===== src/rtl/jk_mod_counter.sv =====
// Modulo-MOD up/down counter built on a bank of JK flip-flops, exposing the J/K excitation.
// Define JK_MOD_COUNTER_SAT_EN to saturate at 0 / MOD-1 instead of wrapping.
module jk_mod_counter #(
    parameter int WIDTH      = 4,
    parameter int MOD        = 10,
    parameter int PRESET_VAL = 0
) (
    input  logic             clk,
    input  logic             preset,
    input  logic             en,
    input  logic             up,
    input  logic             load,
    input  logic [WIDTH-1:0] din,
    output logic [WIDTH-1:0] q,
    output logic [WIDTH-1:0] j_vec,
    output logic [WIDTH-1:0] k_vec,
    output logic             tc,
    output logic             wrap
);

    // One extra bit so MOD == 2**WIDTH is representable in comparisons.
    localparam logic [WIDTH:0]   MOD_W    = (WIDTH+1)'(MOD);
    localparam logic [WIDTH-1:0] MAX_VAL  = WIDTH'(MOD - 1);
    localparam logic [WIDTH-1:0] PRE_VAL  = WIDTH'(PRESET_VAL);

    logic [WIDTH-1:0] q_q, q_d;
    logic [WIDTH-1:0] next_val;
    logic             at_max, at_zero, illegal;

    assign at_max  = (q_q == MAX_VAL);
    assign at_zero = (q_q == '0);
    assign illegal = ({1'b0, q_q} >= MOD_W);

    // NOTE: every always_comb output gets a default first so no path leaves it unassigned (no latch).
    always_comb begin
        next_val = q_q;
        if (load) begin
            next_val = ({1'b0, din} < MOD_W) ? din : MAX_VAL;
        end else if (en) begin
            if (illegal) begin
                next_val = '0;
            end else if (up) begin
`ifdef JK_MOD_COUNTER_SAT_EN
                next_val = at_max ? MAX_VAL : q_q + 1'b1;
`else
                next_val = at_max ? '0 : q_q + 1'b1;
`endif
            end else begin
`ifdef JK_MOD_COUNTER_SAT_EN
                next_val = at_zero ? '0 : q_q - 1'b1;
`else
                next_val = at_zero ? MAX_VAL : q_q - 1'b1;
`endif
            end
        end
    end

    // Set only rising bits, clear only falling bits; J=K=1 cannot occur.
    assign j_vec = next_val & ~q_q;
    assign k_vec = q_q & ~next_val;

    always_comb begin
        q_d = (q_q & ~k_vec) | (~q_q & j_vec);
    end

    assign tc = en & ~load & ((up & at_max) | (~up & at_zero));

    // NOTE: sequential state uses non-blocking assignments; preset is asynchronous and active-high.
    always_ff @(posedge clk or posedge preset) begin
        if (preset) begin
            q_q <= PRE_VAL;
        end else begin
            q_q <= q_d;
        end
    end

    assign q = q_q;

`ifdef JK_MOD_COUNTER_SAT_EN
    assign wrap = 1'b0;
`else
    logic wrap_q, wrap_d;

    always_comb begin
        wrap_d = tc;
    end

    always_ff @(posedge clk or posedge preset) begin
        if (preset) begin
            wrap_q <= 1'b0;
        end else begin
            wrap_q <= wrap_d;
        end
    end

    assign wrap = wrap_q;
`endif

endmodule

===== config.mk =====
export PLATFORM = sky130hd
export DESIGN_NAME = jk_mod_counter
export DESIGN_NICKNAME = d
export VERILOG_FILES = /design/src/rtl/jk_mod_counter.sv
export SDC_FILE = /design/constraint.sdc
export NUM_CORES = 1
export LEC_CHECK = 0
export ABC_AREA = 1
export CAP_MARGIN = 10
export CORE_AREA = 2 2 40 42
export CTS_BUF_LIST = sky130_fd_sc_hd__clkbuf_4 sky130_fd_sc_hd__clkbuf_8
export DETAILED_ROUTE_END_ITERATION = 8
export DIE_AREA = 0 0 42 44
export HOLD_SLACK_MARGIN = 0.15
export PLACE_DENSITY_LB_ADDON = 0.05
export SYNTH_ARGS = -nofsm -noshare
export SYNTH_HDL_FRONTEND = slang
export SYNTH_SLANG_ARGS = --single-unit

===== constraint.sdc =====
create_clock -name clk -period 1.9 [get_ports clk]
set_input_delay 0.57 -clock clk [delete_from_list [all_inputs] [get_ports clk]]
set_output_delay 0.57 -clock clk [all_outputs]
set_load 0.02 [all_outputs]

==> metrics.yaml, run 1 <==
sta:
  setup_viol: 10
  max_freq_ghz: 0.471
  slew_headroom_pct: 84.7
  final_hold_viol_count: 0
  period_share_pct: 112
  skew_ns: 0.00135
  period_needed_ns: 2.12
  setup_ws_ns: -0.221
  rsz0062_at_grt: "yes"
  worstMarginPinSlew_ns: 0.227
  slew_violations: 0
worst_setup_path:
  max_stage_delay_ns: 0.19
  crit_path_end_kind: "output port"
  reg2reg_slack_ns: -0.07
  cp_top_family: "simple AND/OR/NAND/NOR gates"
  slowest_stage: "clkdlybuf4s15_2"
  cp_data_required_time_ns: 1.33
  critPathMostFrequentCell: "nor2_2"
  path_buf_inv: 3
  crit_arrival_ns: 1.55
  crit_chain: "clkdlybuf4s15_2 > nand3_1 > nor2_2 > nor2_2 > nand3_1 > nand2_1 > nand2_2 > inv_2 > nor2_2 > buf_6"
  path_class: "primary input to output port"
  crit_fanout: 3
  cp-start-kind: "primary input"
synth:
  synth-seq-cells: 5
  yosysTopAreaCell: "dfrtp_1"
  syn_area_um2: 562
  yosysTopAreaCellShare_pct: 22.3
  synth_edf_count: 0
  yosysMostFrequentCell: "nand2_1"
  yosysSeqAreaShare_pct: 22.3
  ys_top_cells_by_area: "dfrtp_1 22%, nand2_1 15%, nand3_1 8.9%"
  synthTopCellsByCount: "23 x nand2_1, 10 x inv_1, 10 x nand3_1"
  async_flop_share_pct: 100
  synth_fp_nets: 96
  ys_types: 21
  synth.avg_cell_area_um2: 6.46
  syn_inst: 87
  ys_warn_count: 0
  synth_ff_type: "dfrtp_1"
clocking:
  cts_tree: "yes"
  insertion_delay_ns: 0.25
  cts_sinks: 5
  numCtsBuffers: 3
  clock_path_buffers: 2
  cts-root-buf: "clkbuf_4"
  hold_buffers: 0
  clk_pin_slew_worst_paths_ns: 0.04
  cts.htree.levels: 1
power_and_ir_drop:
  leakagePower_nw: 0.558
  irDropWorstVdd_mv: 0.319
  pwr_density_cell_nw_per_um2: 620
layout:
  postLayoutCellArea_um2: 1040
  diodes: 0
  area_growth_pct: 85.3
  multiInputGateArea_um2: 354
  seqCellArea_um2: 130
  num-fill-cells: 123
  instances_no_fill: 153
  drive_above_1_share_pct: 53.3
  nets: 147
route:
  wl_per_cell_um: 11.4
  drc_errors: 0
  firstDrtPassIters: 4
  drt-total-wl_mm: 1.75
  ant_nets: 0
  drt_iter0_drc: 24
  post_drt_via_cell_ratio: 4.79
  route.vias.total: 733
grt:
  grt_pass1_vias: 723
  overflow: 0
  grt_usage_pct: 21.9
  grt_max_degree: 9
  antenna_found_initial: 0
  grt.busiest_layer: "met2"
  grtUsageMet1_pct: 24.6
  grt.met2_usage_pct: 39.4
  grtUsageMet3_pct: 0.833
  grt_first_pass_wirelength_mm: 3.07
floorplan:
  die_h_um: 44
  io_pins: 23
  die_area_um2: 1850
  core_um2: 1420
  rows: 14
  fp.dieW_um: 42
  start_util_pct: 39.6
status:
  status: "complete, but fails checks"
  violations: "setup timing"
placed_design:
  place_inst: 135
  portBuffers: 22
  placed_area_um2: 870
  gp_congestion: 0.876
  dpl.hpwl_mm: 1.20
hold_path:
  hold_path_class: "primary input to asynchronous set/reset pin"
run:
  maxCapViolCount: 0
-- cells in the final DEF (no fill, tap or decap), drive strengths merged --
master and n:
clkdlybuf4s15 4, dlygate4sd2 7, o211ai 1, a21oi 3, nand3 12, clkbuf 4, clkdlybuf4s50 2, nor2 14
nand4 1, o21ai 3, nand2 29, buf 37, inv 14, nand3b 1, dfrtp 5
-- final timing paths --
check | start | end | depth (start not counted)
max | up | k_vec[3] | 10
min | preset | q[3] | 2
max reg2reg | q[1] | q[0] | 15
min reg2reg | q[3] | q[3] | 5
max in group asynchronous | preset | q[2] | 2
min in group clk | din[1] | q[1] | 5
-- registers in the layout, summed over array words and instances, names as in the netlist --
register,flops
wrap,1
q,4
-- metal layers --
metal	share of wire, %	vias up
li1	-	369
met1	40	330
met2	53	28
met3	3.3	6
met4	3.5	0
met5	0	-
-- final cells by class --
type                            instances  share of cell area, %
Clock buffer                            4                   2.88
Tap cell                               16                   1.92
Multi-Input combinational cell         64                   34.0
Inverter                               14                   6.25
Timing Repair Buffer                   50                   42.4
Sequential cell                         5                   12.5
-- cell families (layout without fill, tap and decap cells) --
kind of cell | after synthesis | in the layout | synth area share, %
buffers and inverters | 18 | 68 | 18.9
AO/OA/AOI/OAI | 7 | 7 | 8.02
flip-flops | 5 | 5 | 22.3
AND/OR/NAND/NOR | 57 | 57 | 50.8
-- worst register-to-register path, stage by stage, from the launching register on --
cell and delay [ns]:
dfrtp_2 0.49, inv_8 0.05, nand2_4 0.07, nand2_4 0.05, nand3_2 0.05, o211ai_1 0.10, o21ai_2 0.09, inv_1 0.10
buf_4 0.15, buf_6 0.10, buf_6 0.10, buf_6 0.10, buf_6 0.10, buf_6 0.10, buf_6 0.10, buf_6 0.10
-- power by group --
part           internal, W  total, W  switching [W]
Sequential        0.000119  0.000148      0.0000286
Clock            0.0000938  0.000140      0.0000466
Combinational     0.000182  0.000357       0.000175
Total             0.000395  0.000645       0.000250
-- what timing repair did --
item	4_1_cts	5_1_grt
pin swaps	9	2
setup buffers	14	0
setup endpoints to repair	13	10
resized for setup	81	2
-- stage by stage --
step	total power [W]	utilization [%]	setup WS [ns]	hold WS, ns	setup TNS (ns)
after global placement	0.000442	61.3	-0.970	0.779	-7.99
after CTS	0.000640	73.1	-0.231	0.525	-1.83
after detailed placement	0.000442	61.3	-0.966	0.789	-8.06
after floorplan	0.000316	-	0.00178	0.349	0
after global routing	0.000685	73.4	-0.330	0.542	-3.04
final	0.000645	73.4	-0.221	0.522	-1.90
Power figures use the tool's default switching activity.
==> run 2: changes to the inputs <==
SKIP_LAST_GASP = 1   (was default)
==> metrics.yaml, run 2 (synthesis results as in run 1) <==
status:
  status: "complete, but fails checks"
  violations: "setup timing"
grt:
  grtUsageMet1_pct: 24.1
  grt_first_pass_wirelength_mm: 3.05
  grt_usage_pct: 21.9
  grt.met2_usage_pct: 39.4
  grt_max_degree: 9
  grt.busiest_layer: "met2"
  overflow: 0
  grt_pass1_vias: 724
  grtUsageMet3_pct: 0.833
  antenna_found_initial: 0
floorplan:
  die_h_um: 44
  io_pins: 23
  fp.dieW_um: 42
  core_um2: 1420
  rows: 14
  start_util_pct: 39.6
  die_area_um2: 1850
clocking:
  cts_tree: "yes"
  hold_buffers: 0
  insertion_delay_ns: 0.25
  clk_pin_slew_worst_paths_ns: 0.05
  clock_path_buffers: 2
  numCtsBuffers: 3
  cts-root-buf: "clkbuf_4"
  cts.htree.levels: 1
  cts_sinks: 5
route:
  ant_nets: 0
  firstDrtPassIters: 4
  route.vias.total: 741
  wl_per_cell_um: 11.3
  drt-total-wl_mm: 1.75
  post_drt_via_cell_ratio: 4.81
  drt_iter0_drc: 49
  drc_errors: 0
sta:
  rsz0062_at_grt: "yes"
  setup_ws_ns: -0.233
  max_freq_ghz: 0.469
  fin_tns_setup_ns: -2.13
  period_needed_ns: 2.13
  period_share_pct: 112
  setup_viol: 10
  slew_headroom_pct: 84.8
  skew_ns: 0.00342
  worstMarginPinSlew_ns: 0.226
  final_hold_viol_count: 0
  hold-worst-slack_ns: 0.514
  slew_violations: 0
worst_setup_path:
  crit_path_end_kind: "output port"
  reg2reg_slack_ns: -0.21
  critPathLaunch: "up"
  max_stage_delay_ns: 0.20
  cp-start-kind: "primary input"
  cp_data_required_time_ns: 1.33
  worst_r2r_endpoint: "q[0]"
  critPathMostFrequentCell: "nor2_2"
  reg2reg_depth: 15
  worstSetupEndpoint: "k_vec[3]"
  crit_fanout: 3
  crit_chain: "clkdlybuf4s15_1 > nand3_1 > nor2_2 > nor2_2 > nand3_1 > nand2_1 > nand2_2 > inv_2 > nor2_2 > buf_6"
  r2r-start: "q[1]"
  path_class: "primary input to output port"
  crit_arrival_ns: 1.56
  slowest_stage: "clkdlybuf4s15_1"
layout:
  area_growth_pct: 81.7
  num-fill-cells: 124
  final_cell_mix: "34 x buf_4, 23 x nand2_1, 9 x nor2_2, 9 x nand3_1, 9 x inv_1"
  instances_no_fill: 154
  multiInputGateArea_um2: 354
  largest_reg_flops: 4
  drive_above_1_share_pct: 52.9
  diodes: 0
  fin_util_pct: 72.0
  nets: 148
  final_common_cell: "buf_4"
  seqCellArea_um2: 130
run:
  maxCapViolCount: 0
placed_design:
  place_inst: 135
  dpl.hpwl_mm: 1.20
  gp_congestion: 0.876
  portBuffers: 22
hold_path:
  hold_path_class: "primary input to asynchronous set/reset pin"
power_and_ir_drop:
  leakagePower_nw: 0.553
  fin_total_pwr_w: 0.000636
  pwr_density_cell_nw_per_um2: 623
  irDropWorstVdd_mv: 0.320
## run 2: cell count changes in the layout (fill, tap and decap cells not counted), sizes merged
cell and change:
buf +1
## run 2: critical path: cells and delay by family
family	cells	cell delay, ns
buf+inv	3	0.37
simple gates	7	0.62
## run 2: cell type report
type / instances / area share (%)
Clock buffer: 4 / 2.94
Sequential cell: 5 / 12.7
Tap cell: 16 / 1.96
Inverter: 14 / 6.37
Timing Repair Buffer: 51 / 41.3
Multi-Input combinational cell: 64 / 34.7
## run 2: layer usage
layer  routed length, µm  part of all wire (%)
met5                   0                     0
met4                  72                   4.1
met3                  90                   5.2
met2                 916                    52
met1                 668                    38
## run 2: report_power, final
part	internal, W	switching (W)
Combinational	0.000174	0.000172
Clock	0.0000939	0.0000484
Sequential	0.000119	0.0000280
Total	0.000387	0.000249
## run 2: timing repair
| action | in CTS | in global routing |
|---|---|---|
| buffers inserted | 14 | 1 |
| resized for setup | 73 | 2 |
| endpoints found under the hold margin | 0 | 0 |
| pin swaps | 8 | 2 |
| endpoints found under the setup margin | 13 | 10 |
## run 2: metrics by stage
| step | worst slack (ns) | area [µm²] |
|---|---|---|
| 2_1_floorplan | 0.00178 | 566 |
| 3_3_place_gp | -0.970 | 870 |
| 3_5_place_dp | -0.966 | 870 |
| 4_1_cts | -0.235 | 1010 |
| 5_1_grt | -0.328 | 1020 |
| 6_report | -0.233 | 1020 |
## run 2: how the worst min path moves through the flow
stage / start / endpoint / slack (ns) / depth (start not counted)
floorplan: preset / q[0] / 0.35 / 1
finish: preset / q[0] / 0.51 / 2
global placement: preset / q[1] / 0.78 / 2
global route: preset / q[0] / 0.54 / 2
detailed placement: preset / wrap / 0.79 / 2
CTS: preset / wrap / 0.52 / 2
==> run 3: changes to the inputs <==
TNS_END_PERCENT = 30   (was default)
==> metrics.yaml, run 3 (synthesis results as in run 1) <==
worst_setup_path:
  crit_arrival_ns: 1.57
  reg2reg_slack_ns: -0.22
  cp-start-kind: "register"
  cp_data_required_time_ns: 1.33
  crit_fanout: 6
  path_class: "register to output port"
  slowest_stage: "dfrtp_2"
  r2r-start: "q[1]"
  crit_path_end_kind: "output port"
  critPathLaunch: "q[0]"
  critPathMostFrequentCell: "nand2_1"
  crit_chain: "buf_4 > nand2_1 > nand2_1 > nand2_1 > nand2_1 > nand3b_1 > nand3_2 > a21oi_2 > buf_2"
  max_stage_delay_ns: 0.45
  cp_top_family: "flip-flops"
  path_buf_inv: 2
layout:
  multiInputGateArea_um2: 354
  diodes: 0
  final_cell_mix: "30 x buf_4, 23 x nand2_1, 9 x nor2_2, 9 x nand3_1, 9 x inv_1"
  drive_above_1_share_pct: 52.2
  largest_reg_flops: 4
  final_common_cell: "buf_4"
  num-fill-cells: 130
  seqCellArea_um2: 130
  nets: 146
  postLayoutCellArea_um2: 997
  area_growth_pct: 77.5
placed_design:
  dpl.hpwl_mm: 1.20
  portBuffers: 22
  placed_area_um2: 870
  gp_congestion: 0.876
sta:
  worstMarginPinSlew_ns: 0.237
  slew_violations: 0
  rsz0062_at_grt: "yes"
  skew_ns: 0.00764
  setup_ws_ns: -0.239
  period_share_pct: 113
  setup_viol: 14
  period_needed_ns: 2.14
  max_freq_ghz: 0.468
  slew_headroom_pct: 84.2
  final_hold_viol_count: 0
route:
  drt-total-wl_mm: 1.72
  wl_per_cell_um: 11.3
  drc_errors: 0
  drt_iter0_drc: 27
  firstDrtPassIters: 4
  ant_nets: 0
  post_drt_via_cell_ratio: 4.87
  route.vias.total: 740
floorplan:
  die_h_um: 44
  core_um2: 1420
  die_area_um2: 1850
  start_util_pct: 39.6
  rows: 14
  io_pins: 23
  fp.dieW_um: 42
clocking:
  insertion_delay_ns: 0.25
  cts_tree: "yes"
  numCtsBuffers: 3
  cts-root-buf: "clkbuf_4"
  cts_sinks: 5
  cts.htree.levels: 1
  clk_pin_slew_worst_paths_ns: 0.05
  clock_path_buffers: 2
grt:
  overflow: 0
  antenna_found_initial: 0
  grt_pass1_vias: 678
  grt_usage_pct: 20.5
  grt_max_degree: 9
  grt_first_pass_wirelength_mm: 2.84
power_and_ir_drop:
  leakagePower_nw: 0.537
  irDropWorstVdd_mv: 0.318
  pwr_density_cell_nw_per_um2: 638
  fin_total_pwr_w: 0.000637
status:
  violations: "setup timing"
  status: "complete, but fails checks"
hold_path:
  hold_path_class: "primary input to asynchronous set/reset pin"
run:
  maxCapViolCount: 0
[run 3: cell type report]
cell class / count / share of cell area [%]
multi-input cells: 64 / 35.5
well taps: 16 / 2.01
flip-flops and latches: 5 / 13.0
repair buffers: 49 / 39.9
inverters: 14 / 6.52
clock buffers: 4 / 3.01
[run 3: timing repair]
item,4_1_cts,5_1_grt
pin swaps,7,3
resized for setup,60,5
setup buffers,12,1
hold buffers,0,0
setup endpoints to repair,13,14
cloned,0,0
endpoints found under the hold margin,0,0
[run 3: power by group]
group / leakage [nW] / switching (W) / internal [W]
registers: 0.0567 / 0.0000285 / 0.000119
clock network: 0.0184 / 0.0000511 / 0.0000941
logic: 0.462 / 0.000171 / 0.000173
[run 3: worst paths after layout]
check | endpoint | depth (start not counted)
max reg2reg | q[0] | 15
min reg2reg | q[3] | 6
min in group clk | q[1] | 5
min | q[0] | 2
max in group asynchronous | q[2] | 2
max | k_vec[2] | 9
[run 3: metrics by stage]
step	instances	hold slack (ns)	setup WS, ns	setup TNS [ns]	utilization (%)
after floorplan	87	0.349	0.00178	0	-
after global placement	135	0.779	-0.970	-7.99	61.3
after detailed placement	135	0.789	-0.966	-8.06	61.3
after CTS	151	0.525	-0.243	-2.72	68.7
after global routing	152	0.540	-0.332	-3.81	70.3
final	152	0.509	-0.239	-2.72	70.3
[run 3: routing by layer]
layer | vias up | GRT usage [%] | share of wire (%)
met4 | 0 | 14.8 | 2.8
met2 | 35 | 36.9 | 52
met1 | 334 | 23.6 | 39
met3 | 4 | 0.417 | 5.4
met5 | - | 0 | 0
li1 | 367 | - | -
